## src/rtl/name_rle_pkg.sv

```systemverilog
// name_rle_pkg: shared defaults, record field offsets and FSM states for the name run-length controller.
// Contents:
//    DEF_NAME_W / DEF_CNT_W  default read-name and run-count widths
//    REC_CNT_LSB             bit offset of the count field inside a record
//    rec_name_lsb()          bit offset of the name field (sits just above the count)
//    rle_state_e             controller states IDLE, RUN, FLUSH
package name_rle_pkg;
   localparam int DEF_NAME_W  = 128;
   localparam int DEF_CNT_W   = 32;
   localparam int REC_CNT_LSB = 0;
   typedef enum logic [1:0] {IDLE, RUN, FLUSH} rle_state_e;
   function automatic int rec_name_lsb(input int cnt_w);
      return REC_CNT_LSB + cnt_w;
   endfunction
endpackage

```

## src/rtl/name_rle_out_stage.sv

```systemverilog
// name_rle_out_stage: single output register with valid/ready hold and same-cycle reload.
// Ports:
//    clk, reset_n   clock, asynchronous active-low reset
//    load_i         load rec_i/last_i into the register this cycle
//    rec_i, last_i  record and last flag to load
//    ready_i        downstream ready
//    valid_o        register holds a record
//    rec_o, last_o  held record and last flag
//    free_o         register can take a new record this cycle (empty or draining)
module name_rle_out_stage
#(
   parameter int W = 160
) (
   input  logic         clk,
   input  logic         reset_n,
   input  logic         load_i,
   input  logic [W-1:0] rec_i,
   input  logic         last_i,
   input  logic         ready_i,
   output logic         valid_o,
   output logic [W-1:0] rec_o,
   output logic         last_o,
   output logic         free_o
);
   logic         valid_q, valid_d, last_q, last_d;
   logic [W-1:0] rec_q, rec_d;
   always_comb begin
      valid_d = load_i | (valid_q & ~ready_i);
      rec_d   = load_i ? rec_i : rec_q;
      last_d  = load_i ? last_i : last_q;
   end
   always_ff @(posedge clk or negedge reset_n) begin
      if (!reset_n) begin
         valid_q <= 1'b0;
         rec_q   <= '0;
         last_q  <= 1'b0;
      end else begin
         valid_q <= valid_d;
         rec_q   <= rec_d;
         last_q  <= last_d;
      end
   end
   assign valid_o = valid_q;
   assign rec_o   = rec_q;
   assign last_o  = last_q;
   assign free_o  = ~valid_q | ready_i;
endmodule

```

## src/rtl/name_rle_ctrl.sv

```systemverilog
// name_rle_ctrl: collapses a stream of read names into {name, count} run records.
// Ports:
//    clk, reset_n                     clock, asynchronous active-low reset
//    in_valid/in_ready/in_name/in_last  input name stream (valid/ready)
//    out_valid/out_ready/out_record/out_last  output records {name, count}
//    busy                             FSM not IDLE
//    stat_names/stat_records          saturating counters, only when NAME_RLE_STATS_EN is defined
module name_rle_ctrl
   import name_rle_pkg::*;
#(
   parameter int NAME_W = DEF_NAME_W,
   parameter int CNT_W  = DEF_CNT_W
) (
   input  logic                clk,
   input  logic                reset_n,
   input  logic                in_valid,
   output logic                in_ready,
   input  logic [NAME_W-1:0]   in_name,
   input  logic                in_last,
   output logic                out_valid,
   input  logic                out_ready,
   output logic [NAME_W+CNT_W-1:0] out_record,
   output logic                out_last,
   output logic                busy
`ifdef NAME_RLE_STATS_EN
   ,
   output logic [31:0]         stat_names,
   output logic [31:0]         stat_records
`endif
);
   localparam int NAME_LSB = rec_name_lsb(CNT_W);
   localparam logic [CNT_W-1:0] ONE = CNT_W'(1);
   rle_state_e state_q, state_d;
   logic [NAME_W-1:0] cur_name_q, cur_name_d, pend_q, pend_d, ld_name;
   logic [CNT_W-1:0]  cnt_q, cnt_d, ld_cnt;
   logic [NAME_W+CNT_W-1:0] ld_rec;
   logic ld, ld_last, free, acc, match, sat;
   assign in_ready = (state_q != FLUSH) & free;
   assign acc      = in_valid & in_ready;
   assign match    = in_name == cur_name_q;
   assign sat      = cnt_q == {CNT_W{1'b1}};
   assign busy     = state_q != IDLE;
   assign ld_rec[NAME_LSB +: NAME_W]   = ld_name;
   assign ld_rec[REC_CNT_LSB +: CNT_W] = ld_cnt;
   always_comb begin
      state_d    = state_q;
      cur_name_d = cur_name_q;
      cnt_d      = cnt_q;
      pend_d     = pend_q;
      ld         = 1'b0;
      ld_name    = cur_name_q;
      ld_cnt     = cnt_q;
      ld_last    = 1'b0;
      case (state_q)
         IDLE: if (acc) begin
            cur_name_d = in_name;
            cnt_d      = ONE;
            if (in_last) begin
               ld      = 1'b1;
               ld_name = in_name;
               ld_cnt  = ONE;
               ld_last = 1'b1;
            end else state_d = RUN;
         end
         RUN: if (acc) begin
            if (match && !sat) begin
               if (in_last) begin
                  ld      = 1'b1;
                  ld_cnt  = cnt_q + ONE;
                  ld_last = 1'b1;
                  state_d = IDLE;
               end else cnt_d = cnt_q + ONE;
            end else begin
               // New name or saturated run: emit the current run, then either
               // park the final name for FLUSH or start a fresh run with it.
               ld = 1'b1;
               if (in_last) begin
                  pend_d  = in_name;
                  state_d = FLUSH;
               end else begin
                  cur_name_d = in_name;
                  cnt_d      = ONE;
               end
            end
         end
         FLUSH: if (free) begin
            ld      = 1'b1;
            ld_name = pend_q;
            ld_cnt  = ONE;
            ld_last = 1'b1;
            state_d = IDLE;
         end
         default: state_d = IDLE;
      endcase
   end
   always_ff @(posedge clk or negedge reset_n) begin
      if (!reset_n) begin
         state_q    <= IDLE;
         cur_name_q <= '0;
         cnt_q      <= '0;
         pend_q     <= '0;
      end else begin
         state_q    <= state_d;
         cur_name_q <= cur_name_d;
         cnt_q      <= cnt_d;
         pend_q     <= pend_d;
      end
   end
   name_rle_out_stage #(.W(NAME_W + CNT_W)) u_out (
      .clk     (clk),
      .reset_n (reset_n),
      .load_i  (ld),
      .rec_i   (ld_rec),
      .last_i  (ld_last),
      .ready_i (out_ready),
      .valid_o (out_valid),
      .rec_o   (out_record),
      .last_o  (out_last),
      .free_o  (free)
   );
`ifdef NAME_RLE_STATS_EN
   logic [31:0] stat_names_q, stat_records_q;
   always_ff @(posedge clk or negedge reset_n) begin
      if (!reset_n) begin
         stat_names_q   <= '0;
         stat_records_q <= '0;
      end else begin
         if (acc && stat_names_q != '1) stat_names_q <= stat_names_q + 32'd1;
         if (out_valid && out_ready && stat_records_q != '1) stat_records_q <= stat_records_q + 32'd1;
      end
   end
   assign stat_names   = stat_names_q;
   assign stat_records = stat_records_q;
`endif
endmodule

```

## config.mk

```make
export PLATFORM = sky130hd
export DESIGN_NAME = name_rle_ctrl
export DESIGN_NICKNAME = d
export VERILOG_FILES = /design/src/rtl/name_rle_pkg.sv /design/src/rtl/name_rle_out_stage.sv /design/src/rtl/name_rle_ctrl.sv
export SDC_FILE = /design/constraint.sdc
export NUM_CORES = 1
export LEC_CHECK = 0
export CORE_AREA = 2 2 200 202
export DETAILED_ROUTE_END_ITERATION = 10
export DIE_AREA = 0 0 202 204
export PLACE_DENSITY = 0.85
export SYNTH_ARGS = -nofsm -noshare
export SYNTH_HDL_FRONTEND = slang
export SYNTH_SLANG_ARGS = --single-unit
```

## constraint.sdc

```tcl
create_clock -name clk -period 3.6 [get_ports clk]
set_input_delay 0.72 -clock clk [delete_from_list [all_inputs] [get_ports clk]]
set_output_delay 0.72 -clock clk [all_outputs]
set_load 0.005 [all_outputs]
```

---- Word-level counts from Yosys, hierarchy flattened ----
Index checks and enable logic that the tools add are counted.
cells by class
  order comparisons ....................... 0
  equal/unequal tests ..................... 12
  add/sub/neg operators ................... 1
  mux-type cells .......................... 39
  bitwise logic cells ..................... 8
  divide/modulo/power cells ............... 0
  reductions and logical operators ........ 9
  shift operators ......................... 0
  multipliers ............................. 0
operators by type and width
  kind                                                              number
  128-bit 2-to-1 mux                                                7
  128-bit one-hot mux with 2 select lines                           2
  32-bit 2-to-1 mux                                                 11
  128-bit == test                                                   1
  32-bit one-hot mux with 3 select lines                            1
  32-bit one-hot mux with 2 select lines                            1
  32-bit by 1-bit adder with 32-bit output (second input constant)  1
  32-bit == test (second input constant)                            1
  2-bit != test (second input constant)                             8
  2-bit 2-to-1 mux                                                  7
  5-bit AND reduction                                               2
  4-bit AND reduction                                               2
  1-bit 2-to-1 mux                                                  7
  1-bit one-hot mux with 3 select lines                             2
  2-bit one-hot mux with 3 select lines                             1
  2-bit nonzero test                                                2
  1-bit bitwise AND                                                 3
  1-bit inverter                                                    3
  2-bit by 1-bit == test with 1-bit output (second input constant)  1
  2-bit == test (second input constant)                             1
  2-bit logical NOT                                                 1
  1-bit bitwise OR                                                  2
  1-bit logical AND                                                 1
  1-bit logical NOT                                                 1
storage, ports and cells
  bits in registers ....................... 452
  memories ................................ 0
  bits in writable memories ............... 0
  output and inout port bits .............. 164
  bits in latches ......................... 0
  logic and storage cells ................. 76
  input bits .............................. 133
  ROM bits ................................ 0

---- Logic depth before layout (Yosys ltp) ----
Gate-level depths: netlist of run 1.
  depth after elaboration ................. 7
  mapped depth ............................ 13

---- By module ----
From an unflattened synthesis of run 1, not the netlist that was laid out.
unflattened totals
  cell total of the unflattened synthesis .. 1,801
  area, all modules ....................... 22,885.7 um^2
modules (own cells, without submodules)
  module              seq. area each (um^2)  cells each  area each (um^2)  instances
  name_rle_ctrl       7,257.0                1,458       16,557.1          1
  name_rle_out_stage  4,053.9                343         6,328.6           1

---- Worst setup path before layout of run 1 ----
No wires, ideal clock.
  path type ............................... input -> register
  start point ............................. input port in_name[61]
  end point ............................... register u_out.rec_q[13], in the netlist u_out.rec_o[13]
  setup slack ............................. 779 ps
  arrival time ............................ 2,744 ps
  path buffers ............................ 2
  library setup time ...................... 77 ps
  required time ........................... 3,523 ps
  stages .................................. 10
  cells stage by stage .................... xor2_1 nor4_1 nand4_1 nor4_4 nand4_2 or3_4 buf_6 buf_6 o31a_1 a21oi_1
between the ends
  cells in the longest elaborated chain, start to end .. 5
  elaborated cells between the ends (all ways) .. 8
  classes of those cells .................. eq/ne (1); mux (6); reduce/logical (1)
ends and longest elaborated chain
  element                                                                                          line                      text
  from (decl)                                                                                      name_rle_ctrl.sv:18       input logic [NAME_W-1:0] in_name,
  128-bit == test (*)                                                                              name_rle_ctrl.sv:40       assign match = in_name == cur_name_q;
  1-bit logical AND (*)                                                                            name_rle_ctrl.sv:66       if (match && !sat) begin
  32-bit 2-to-1 mux or 1-bit 2-to-1 mux (tied branches)                                            name_rle_ctrl.sv:66
  32-bit 2-to-1 mux or 1-bit 2-to-1 mux (tied branches)                                            name_rle_ctrl.sv:65       RUN: if (acc) begin
  32-bit one-hot mux with 3 select lines or 1-bit one-hot mux with 3 select lines (tied branches)  name_rle_ctrl.sv:54       case (state_q)
  to (signal assigned)                                                                             name_rle_out_stage.sv:39  rec_q <= rec_d;
  to (decl)                                                                                        name_rle_out_stage.sv:26  logic [W-1:0] rec_q, rec_d;
Every way passes the cells marked *; elsewhere a longest branch is shown, timed or not.
A chain may end at the register's enable or synchronous reset.

---- Final worst setup path of run 1 ----
  start point ............................. input port in_name[27]
  end point ............................... register u_out.rec_q[31], in the netlist u_out.rec_o[31]
Same word-level chain as after synthesis.

==> results of run 1 <==
-- cells in the mapped netlist, types with 11 or more instances --
| cell | number |
|---|---|
| a21oi_1 | 57 |
| nand3_1 | 29 |
| clkbuf_1 | 82 |
| nor4_1 | 35 |
| nor2_1 | 163 |
| and3_1 | 11 |
| mux2i_1 | 27 |
| mux2_1 | 17 |
| a31oi_1 | 132 |
| buf_2 | 28 |
| nand2_1 | 176 |
| dfrtp_1 | 452 |
| a22oi_1 | 129 |
| nand4_1 | 20 |
| o21ai_0 | 64 |
| buf_6 | 22 |
| mux2_2 | 240 |
| o31a_1 | 16 |
| xor2_1 | 129 |
-- per-layer routing --
metal | GRT usage, % | wire length [um]
met1 | 40.7 | 25800
met2 | 52.8 | 32600
met3 | 7.08 | 5360
met4 | 16.2 | 3310
met5 | 0 | 52
-- power by group --
| part | total (uW) | switching (uW) | leakage, uW | internal (uW) |
|---|---|---|---|---|
| clock | 5180 | 2130 | 0.000816 | 3050 |
| combinational | 8790 | 4200 | 0.00509 | 4600 |
| sequential | 9210 | 1790 | 0.00534 | 7430 |
-- placed cells by master, fill, tap and decap left out, types with 4 or more instances in the layout --
cell type	netlist	final
nand2_1	176	176
o311a_1	7	7
inv_1	10	10
buf_12	0	21
clkbuf_16	0	48
nor2_1	163	160
mux2_1	17	17
and2_1	5	5
nand3_1	29	29
o31a_1	16	16
and4_1	7	7
clkbuf_8	0	15
a21oi_1	57	56
bufinv_16	0	4
buf_4	7	116
a22oi_1	129	129
a31oi_1	132	132
clkinv_2	0	7
and3_1	11	11
nand2b_1	5	5
nor3_1	4	4
mux2i_1	27	27
xor2_1	129	129
dfrtp_1	452	452
clkbuf_1	82	6
mux2_2	240	240
nand4_1	20	20
o21ai_0	64	64
nor4_1	35	33
diode_2	0	11
clkdlybuf4s50_1	0	295
-- sequential cells by signal, indices dropped and copies added (netlist names) --
register	count
u_out.valid_o	1
cnt_q	32
pend_q	128
state_q	2
cur_name_q	128
u_out.last_o	1
u_out.rec_o	160
-- cell families after synthesis --
family / after synthesis / synth area share, %
buf+inv: 152 / 3.74
simple gates: 475 / 10.1
flops: 452 / 53.0
xor+xnor: 130 / 5.34
mux: 284 / 14.8
compound gates: 420 / 12.8
fa+ha+maj: 2 / 0.117
-- how the worst max path moves through the flow --
stage                       from                           to  slack [ns]  cells after the start
floorplan            in_name[61]  u_out.rec_o[13]$_DFFE_PN0P_        0.78                     10
global placement    in_name[116]  u_out.rec_o[31]$_DFFE_PN0P_       -0.79                     10
detailed placement  in_name[116]  u_out.rec_o[31]$_DFFE_PN0P_       -0.83                     10
CTS                 in_name[116]  u_out.rec_o[31]$_DFFE_PN0P_        0.09                     10
global route          in_name[8]         cnt_q[6]$_DFFE_PN0P_       0.006                     12
finish               in_name[27]  u_out.rec_o[31]$_DFFE_PN0P_        0.09                     12
-- layout make-up --
cell class              count  area [sq um]
clock inverters            17           226
well taps                 525           657
diodes                     11          27.5
fillers                  2669         11900
clock buffers              69          1430
inverters                  11          41.3
repair buffers            433          4260
flip-flops and latches    452         11300
multi-input cells        1311          9290
-- stage by stage --
step           std cells  instance area, sq um  power [uW]
2_1_floorplan       1915                 21300       13300
3_3_place_gp        2732                 25500       17300
3_5_place_dp        2732                 25500       17800
4_1_cts             2818                 27200       23200
5_1_grt             2825                 27200       24300
6_report            2829                 27200       23200
-- repair_timing --
action,in CTS,in global routing
resized for setup,1,1
gates cloned,0,0
setup buffers,0,0
endpoints found under the setup margin,446,21
pin swaps,0,0
hold buffers,0,0
-- critical path, cell delays in order --
cell and delay [ns]:
clkdlybuf4s50_1 0.44, xor2_1 0.18, buf_4 0.16, nor4_1 0.55, buf_4 0.23, nand4_1 0.14
nor4_4 0.40, nand4_2 0.19, or3_4 0.38, buf_4 0.18, o31a_1 0.28, a21oi_1 0.17
==> flow_summary.yaml, run 1 <==
status:
  status: "complete, no violations"
cells_and_area:
  nets: 2392
  final_core_util_pct: 69.5
  drive_gt1_share_pct: 20.8
  area_delta_synth_final_pct: 27.7
grt:
  grt-ovfl-total: 0
  antenna_found_initial: 13
  grt_pass1_vias: 17500
  grt_pass1_wl_um: 102000
  track_usage_pct: 32.3
  grt_max_degree: 101
power:
  peakVddDrop_mv: 0.594
  power.density_nw_per_um2: 851
  p_leak_uw: 0.0112
sta:
  clock_skew_ns: 0.0220
  setup_viol: 0
  worst_pin_slew_ns: 1.13
  rsz0062_at_grt: "no"
  clock.fmax_mhz: 285
  min_period_over_period_pct: 97.5
  finalHoldViolCount: 0
  hold_slack_ns: 0.145
  finalWorstSetupSlack_ns: 0.0905
  max_slew_margin_pct: 24.4
  tns_ns: 0
  period_needed_ns: 3.51
  finalMaxSlewViolations: 0
worst_setup_path:
  cp.arrival_ns: 4.01
  cp_max_fo: 12
  reg2reg_slack_ns: 0.27
  reg2reg_to: "u_out.rec_o[31]$_DFFE_PN0P_"
  worstReg2RegStart: "cur_name_q[27]$_DFFE_PN0P_"
  critPathKind: "input port to flop"
  required_ns: 4.10
  end_kind: "flop"
  ff2ff_path_depth: 11
  start_kind: "input port"
drt:
  via_per_inst: 6.14
  vias: 17400
  routed_wl_um: 67200
  drt_pre_antenna_iters: 6
  drc_errors: 0
  postRouteAntennaNets: 0
  wl_per_cell_um: 23.7
  drt_iter0_markers: 1450
die:
  ioPinCount: 297
  placementRows: 73
  die_x_um: 202
  die_y_um: 204
  start_util_pct: 54.4
  core_sq_um: 39200
  die-area_sq_um: 41200
place:
  detailed_place_hpwl_um: 45300
  place_ws_ns: -0.825
  io_buffers: 296
  routabilityCongestion: 0.924
synth:
  synth_flop_cell: "dfrtp_1"
  ys_seq_area_share_pct: 53.0
  syn_area_sq_um: 21300
  yosys.area.top_type: "dfrtp_1"
  synth.distinct_cells: 52
  synth-edff-count: 0
  synth_area_per_cell_sq_um: 11.1
  yosysWarnings: 0
  synthArstFlopShare_pct: 100
  synth_nets: 2050
  synth_top_area_share_pct: 53.0
  synthCells: 1915
  synthTopCellsByArea: "dfrtp_1, mux2_2, xor2_1"
  ys_seq_elements: 452
run:
  cap_violations: 0
clock_tree:
  clk-insertion-delay-late_ns: 0.60
  cts_tree: "done"
  cts_sinks: 452
  numCtsBuffers: 48
  clockRootBuffer: "clkbuf_16"
  htreeDepth: 2
  clkSlewWorstSetupHoldPaths_ns: 0.06
  clock_path_buffers: 3
hold_path:
  hold_class: "input port to async pin"
No activity file was read; power rests on OpenSTA's default activity.
==> inputs of run 2 (changes only) <==
--- a/config.mk
+++ b/config.mk
@@ -5,6 +5,7 @@
 export SDC_FILE = /design/constraint.sdc
 export NUM_CORES = 1
 export LEC_CHECK = 0
+export ABC_CLOCK_PERIOD_IN_PS = 3600
 export CORE_AREA = 2 2 200 202
 export DETAILED_ROUTE_END_ITERATION = 10
 export DIE_AREA = 0 0 202 204
==> results of run 2 <==
No change in the layout: final DEF, timing and power equal those of run 1.
